==> src/rtl/integral_pkg.sv <==
// ============================================================================
// integral_pkg : shared constants and helpers for the integral-image datapath
// Rev 1.0
// ============================================================================
`default_nettype none

package integral_pkg;

    localparam int ADDR_W        = 8;
    localparam int DATA_W        = 8;
    localparam int RD_LAT        = 2;
    localparam int VID_IN_WIDTH  = 320;
    localparam int VID_IN_HEIGHT = 240;

    localparam int REQ_COMPUTE   = 0;
    localparam int REQ_FEATURE   = 1;
    localparam int REQ_HPS       = 2;

    // Explicit wrap so non-power-of-two requester counts never index past n-1.
    function automatic int next_idx(input int cur, input int n);
        return (cur >= n - 1) ? 0 : cur + 1;
    endfunction

endpackage

`default_nettype wire

==> src/rtl/integral_mem_arbiter_rr_picker.sv <==
// ============================================================================
// rr_picker : combinational round-robin winner select starting at ptr
// Rev 1.0
// ============================================================================
`default_nettype none

module rr_picker #(
    parameter int NUM_REQ = 3,
    parameter int PTR_W   = 2
) (
    input  logic [NUM_REQ-1:0] valid,
    input  logic [PTR_W-1:0]   ptr,
    output logic [NUM_REQ-1:0] grant,
    output logic [PTR_W-1:0]   idx,
    output logic               any
);
    import integral_pkg::*;

    always_comb begin : picker_scan
        int j;
        grant = '0;
        idx   = '0;
        any   = 1'b0;
        j     = (int'(ptr) >= NUM_REQ) ? 0 : int'(ptr);
        for (int k = 0; k < NUM_REQ; k++) begin
            if (!any && valid[j]) begin
                grant[j] = 1'b1;
                idx      = PTR_W'(j);
                any      = 1'b1;
            end
            j = next_idx(j, NUM_REQ);
        end
    end

endmodule

`default_nettype wire

==> src/rtl/integral_mem_arbiter.sv <==
// ============================================================================
// integral_mem_arbiter : round-robin/lockable sharing of one integral M10K
// Rev 1.0
// ============================================================================
`default_nettype none

module integral_mem_arbiter #(
    parameter int NUM_REQ = 3,
    parameter int ADDR_W  = integral_pkg::ADDR_W,
    parameter int DATA_W  = integral_pkg::DATA_W,
    parameter int RD_LAT  = integral_pkg::RD_LAT
) (
    input  logic                      clk,
    input  logic                      reset,
    input  logic [NUM_REQ-1:0]        req_valid,
    input  logic [NUM_REQ-1:0]        req_we,
    input  logic [NUM_REQ-1:0]        req_lock,
    input  logic [NUM_REQ*ADDR_W-1:0] req_addr,
    input  logic [NUM_REQ*DATA_W-1:0] req_wdata,
    output logic [NUM_REQ-1:0]        req_grant,
    output logic [NUM_REQ-1:0]        rsp_valid,
    output logic signed [DATA_W-1:0]  rsp_data,
    output logic [ADDR_W-1:0]         mem_read_address,
    output logic [ADDR_W-1:0]         mem_write_address,
    output logic signed [DATA_W-1:0]  mem_write_data,
    output logic                      mem_write,
    input  logic signed [DATA_W-1:0]  mem_read_data
);
    import integral_pkg::*;

    localparam int PTR_W = $clog2(NUM_REQ);

    logic [PTR_W-1:0]         ptr;
    logic [PTR_W-1:0]         owner;
    logic                     owner_set;
    logic [PTR_W-1:0]         start;
    logic                     releasing;
    logic [NUM_REQ-1:0]       eligible;
    logic [NUM_REQ-1:0]       pick;
    logic [PTR_W-1:0]         pick_idx;
    logic                     pick_any;
    logic                     granted;
    logic                     sel_we;
    logic                     sel_lock;
    logic [ADDR_W-1:0]        sel_addr;
    logic signed [DATA_W-1:0] sel_wdata;
    logic [RD_LAT:0]          tag_valid;
    logic [PTR_W-1:0]         tag_id [RD_LAT+1];
    logic signed [DATA_W-1:0] rsp_hold;

    // A live lock narrows eligibility to the owner; a dropped lock hands the
    // scan to the requester after the owner in that same cycle.
    always_comb begin
        eligible  = req_valid;
        start     = ptr;
        releasing = 1'b0;
        if (owner_set) begin
            if (req_lock[owner]) begin
                eligible = req_valid & (NUM_REQ'(1) << owner);
            end else begin
                releasing = 1'b1;
                start     = PTR_W'(next_idx(int'(owner), NUM_REQ));
            end
        end
    end

    rr_picker #(
        .NUM_REQ (NUM_REQ),
        .PTR_W   (PTR_W)
    ) u_picker (
        .valid (eligible),
        .ptr   (start),
        .grant (pick),
        .idx   (pick_idx),
        .any   (pick_any)
    );

    assign granted   = pick_any & reset;
    assign req_grant = granted ? pick : '0;
    assign sel_we    = req_we[pick_idx];
    assign sel_lock  = req_lock[pick_idx];
    assign sel_addr  = req_addr[int'(pick_idx)*ADDR_W +: ADDR_W];
    assign sel_wdata = req_wdata[int'(pick_idx)*DATA_W +: DATA_W];

    // Read data arrives unregistered from the M10K; the tag pipeline only says
    // whose it is.
    assign rsp_valid = tag_valid[RD_LAT] ? (NUM_REQ'(1) << tag_id[RD_LAT]) : '0;
    assign rsp_data  = tag_valid[RD_LAT] ? mem_read_data : rsp_hold;

    always_ff @(posedge clk) begin
        if (!reset) begin
            ptr               <= '0;
            owner             <= '0;
            owner_set         <= 1'b0;
            mem_write         <= 1'b0;
            mem_write_address <= '0;
            mem_write_data    <= '0;
            mem_read_address  <= '0;
            tag_valid         <= '0;
            rsp_hold          <= '0;
            for (int s = 0; s <= RD_LAT; s++) begin
                tag_id[s] <= '0;
            end
        end else begin
            if (releasing) begin
                owner_set <= 1'b0;
                ptr       <= PTR_W'(next_idx(int'(owner), NUM_REQ));
            end
            if (granted) begin
                if (sel_lock) begin
                    owner_set <= 1'b1;
                    owner     <= pick_idx;
                end else begin
                    owner_set <= 1'b0;
                    ptr       <= PTR_W'(next_idx(int'(pick_idx), NUM_REQ));
                end
            end

            mem_write <= granted & sel_we;
            if (granted && sel_we) begin
                mem_write_address <= sel_addr;
                mem_write_data    <= sel_wdata;
            end
            if (granted && !sel_we) begin
                mem_read_address <= sel_addr;
            end

            tag_valid <= {tag_valid[RD_LAT-1:0], granted & ~sel_we};
            tag_id[0] <= pick_idx;
            for (int s = 1; s <= RD_LAT; s++) begin
                tag_id[s] <= tag_id[s-1];
            end
            if (tag_valid[RD_LAT]) begin
                rsp_hold <= mem_read_data;
            end
        end
    end

endmodule

`default_nettype wire

==> config.mk <==
export PLATFORM = sky130hd
export DESIGN_NAME = integral_mem_arbiter
export DESIGN_NICKNAME = d
export VERILOG_FILES = /design/src/rtl/integral_pkg.sv /design/src/rtl/integral_mem_arbiter_rr_picker.sv /design/src/rtl/integral_mem_arbiter.sv
export SDC_FILE = /design/constraint.sdc
export NUM_CORES = 1
export LEC_CHECK = 0
export CORE_ASPECT_RATIO = 1.4
export CORE_MARGIN = 2
export CORE_UTILIZATION = 48
export DETAILED_ROUTE_END_ITERATION = 10
export PLACE_DENSITY = 0.86
export SLEW_MARGIN = 25
export SYNTH_ARGS = -nofsm -noshare
export SYNTH_HDL_FRONTEND = slang
export SYNTH_SLANG_ARGS = --single-unit
==> constraint.sdc <==
create_clock -name clk -period 8.45 [get_ports clk]
set_input_delay 1.69 -clock clk [delete_from_list [all_inputs] [get_ports clk]]
set_output_delay 1.69 -clock clk [all_outputs]
set_load 0.03 [all_outputs]
==> metrics.csv <==
stage;metric;value;unit
run_status;status;complete, no violations;
detailed_routing;drt-vias-per-instance;5.89;
synth;yosysMostFrequentCell;dfxtp_1;
setup_path;cp-end-kind;output port;
sta;slew-limit-headroom;49.1;%
setup_path;slowest_delay;0.74;ns
power_and_ir_drop;internal-power;805;uW
detailed_routing;vias;2863;
clock_network;cts_tree;yes;
placement;routabilityCongestion;0.860;
synth;synth_largest_area_cell;dfxtp_1;
layout;drive_gt1_share;9.38;%
sta;hold_viol;0;
setup_path;reg2reg_from;owner[0];
clock_network;cts_max_path_buffers;2;
sta;worstMarginPinSlew;0.760;ns
synth;synth_top_area_share;33.2;%
setup_path;path_buf_inv;3;
setup_path;critPathArrivalTime;6.14;ns
sta;max_freq;128;MHz
sta;setup_violations;0;
synth;async_flop_share;0;%
synth;synth_ff_type;dfxtp_1;
sta;fin_crit;7.83;ns
detailed_routing;drtPass1Iterations;4;
setup_path;crit_fanout;19;
grt;antenna_found_initial;0;
layout;diodes;0;
clock_network;clock_sinks;47;
detailed_routing;drc;0;
detailed_routing;wl_per_cell;16.5;microns
power_and_ir_drop;p_sw_share;48.0;%
clock_network;postCtsSetupBuffers;0;
hold_path;hp-start;tag_id[0][2];
die;core-area;5780;sq um
synth;ys_warn_count;0;
clock_network;numCtsBuffers;5;
die;initial_core_util;49.0;%
layout;area_growth;39.9;%
sta;finalSetupTns;0;ns
grt;grt_util_met3;5.24;%
synth;yosys-top-cells-count;dfxtp_1 (47), nand2_1 (34), o21ai_0 (31);
synth;avgSynthCellArea;8.69;sq um
synth;synth_edf_count;0;
synth;ys_seq_area_share;33.2;%
grt;use_met1;27.0;%
setup_path;cp_cell_sequence;clkdlybuf4s50_1 > mux2i_2 > o211ai_1 > o21ai_0 > inv_1 > ha_1 > nor2_1 > a311oi_1 > a41o_1 > and2_1 > a31oi_1 > nor2_1 > clkdlybuf4s50_1;
sta;rsz0062_at_grt;false;
power_and_ir_drop;power.density;391;nW/um^2
setup_path;r2r_end;mem_write_address[3];
synth;syn-num-nets;397;
detailed_routing;first_iter_violations;175;
synth;ys_ff_latch;47;
sta;layout_setup_ws;0.622;ns
clock_network;clk_pin_slew;0.09;ns
die;die-area;6540;sq um
die;row_count;33;
grt;met2_usage;44.6;%
layout;post-route-util;68.5;%
setup_path;cp_slowest_cell;clkdlybuf4s50_1;
power_and_ir_drop;irDropWorstVdd;219;uV
sta;slew_viol_final;0;
setup_path;worstPathRequired;6.76;ns
clock_network;cts_resized;0;
clock_network;insertion_delay;0.30;ns
synth;synthTopCellsByArea;dfxtp_1 (33%), mux2i_1 (10%), o21ai_0 (5.5%);
sta;fin_skew;0.00511;ns
placement;place_ws;0.680;ns
detailed_routing;ant_nets;0;
setup_path;start_kind;primary input;
power_and_ir_drop;p_sw;743;uW
power_and_ir_drop;pwr-share-seq;23.0;%
power_and_ir_drop;pwr-share-comb;67.8;%
placement;place.detailed.hpwl;5.97;mm
setup_path;r2r_setup_slack;3.69;ns
grt;overflow;0;
clock_network;cts_max_level;2;
setup_path;cp_top_family;buffers and inverters;
grt;track_usage;25.2;%
grt;grt_max_degree;41;
grt;grt-busiest-layer;met2;
hold_path;hold_depth;1;
grt;grt_pass1_wl;12.4;mm
synth;synth.cell_area;2830;sq um
grt;grt_pass1_vias;2733;
detailed_routing;wl;8.01;mm
hold_path;holdPathEnd;tag_id[0][4];
power_and_ir_drop;cellLeakagePower;0.00161;uW
clock_network;cts_hold_buf;0;
die;fp.dieW;68.9;microns
placement;portBuffers;105;
setup_path;critical_path_class;primary input to output port;
synth;ys_types;60;
layout;nets;486;
die;die_h;94.9;microns
job;drv_cap;0;
clock_network;cts_root_buf;clkbuf_8;
power_and_ir_drop;p_clk_share;9.2;%
sta;fin_crit_sh;92.6;%
setup_path;r2r_cells;12;
hold_path;hold_path.class;flop to flop;
die;io_pins;106;
synth;syn_inst;326;
final cells by class:
type | count | area, sq um
clock buffer | 6 | 82.6
clock inverter | 2 | 16.3
fill | 478 | 1820
inverter | 8 | 30.0
multi-input combinational | 246 | 1740
sequential | 47 | 941
tap | 70 | 87.6
timing repair buffer | 107 | 1070
metal layers:
layer | share of wire, % | up-vias | wire length, microns
met2 | 53 | 111 | 4260
met5 | 0 | - | 0
li1 | - | 1375 | -
met4 | 4.2 | 0 | 338
met1 | 37 | 1348 | 2990
met3 | 5.3 | 29 | 424
worst max-delay path by stage:
stage,from,end,depth (start not counted)
after floorplan,req_lock[1],req_grant[1],14
after global placement,req_lock[1],req_grant[1],13
after detailed placement,req_lock[1],req_grant[1],13
after CTS,req_lock[1],req_grant[1],13
after global routing,req_lock[1],req_grant[1],13
final,req_lock[1],req_grant[1],13
power groups by stage:
stage                     clock (uW)  combinational (uW)  sequential, uW
after CTS                        146                1050             356
after global placement             0                1020             356
after detailed placement           0                1040             360
final                            143                1050             356
after global routing             155                1130             366
after floorplan                    0                 645             469
per-stage QoR:
stage	cell area [sq um]	hold WS, ns	power (uW)	instances
after global placement	3850	0.417	1380	478
after global routing	3960	0.462	1650	486
after detailed placement	3860	0.425	1400	478
final	3960	0.443	1550	486
after CTS	3960	0.446	1550	486
after floorplan	2830	0.412	1110	326
worst register-to-register path, stage by stage, from the launching register on:
cell and delay (ns):
dfxtp_1 0.46, mux2i_2 0.40, o211ai_1 0.17, o21ai_0 0.40, inv_1 0.12, ha_1 0.66, nor2_1 0.11, a311oi_1 0.27
a41o_1 0.18, nand2_1 0.44, a311o_2 0.57, o211ai_4 0.62, mux2i_1 0.28
layout by cell type, fill, tap and decap left out, types with 2 or more instances in the layout:
cell | synthesis | final
a211o_1 | 2 | 2
a21oi_1 | 4 | 4
a311o_1 | 8 | 8
a311oi_1 | 3 | 3
a31o_2 | 8 | 8
a41o_1 | 2 | 2
and2_1 | 18 | 18
and3_1 | 3 | 3
buf_4 | 1 | 2
clkbuf_8 | 0 | 6
clkdlybuf4s50_1 | 0 | 105
dfxtp_1 | 47 | 47
ha_1 | 4 | 4
inv_1 | 8 | 8
mux2_2 | 9 | 9
mux2i_1 | 29 | 29
nand2_1 | 34 | 34
nand2b_1 | 3 | 3
nand3_1 | 20 | 20
nand4_1 | 2 | 2
nand4b_1 | 2 | 2
nor2_1 | 20 | 20
nor2b_1 | 2 | 2
nor3_1 | 2 | 2
o211a_1 | 2 | 2
o211ai_1 | 2 | 2
o211ai_4 | 1 | 2
o21a_1 | 3 | 3
o21ai_0 | 31 | 31
o21ai_2 | 2 | 2
o21bai_1 | 2 | 2
flip-flops by register name, summed over array words and instances, names as in the netlist:
| register | count |
|---|---|
| mem_write_address | 8 |
| mem_read_address | 8 |
| owner | 2 |
| ptr | 2 |
| mem_write_data | 8 |
| rsp_hold | 8 |
| mem_write | 1 |
| owner_set | 1 |
| tag_valid | 3 |
| tag_id | 6 |
kinds of logic after synthesis:
logic type / count (synthesis) / synth area share, %
simple gates: 116 / 20.8
compound gates: 86 / 23.8
flops: 47 / 33.2
mux: 40 / 14.7
buf+inv: 33 / 5.66
fa+ha+maj: 4 / 1.77
Note: power is estimated with default switching activity, not from simulation.
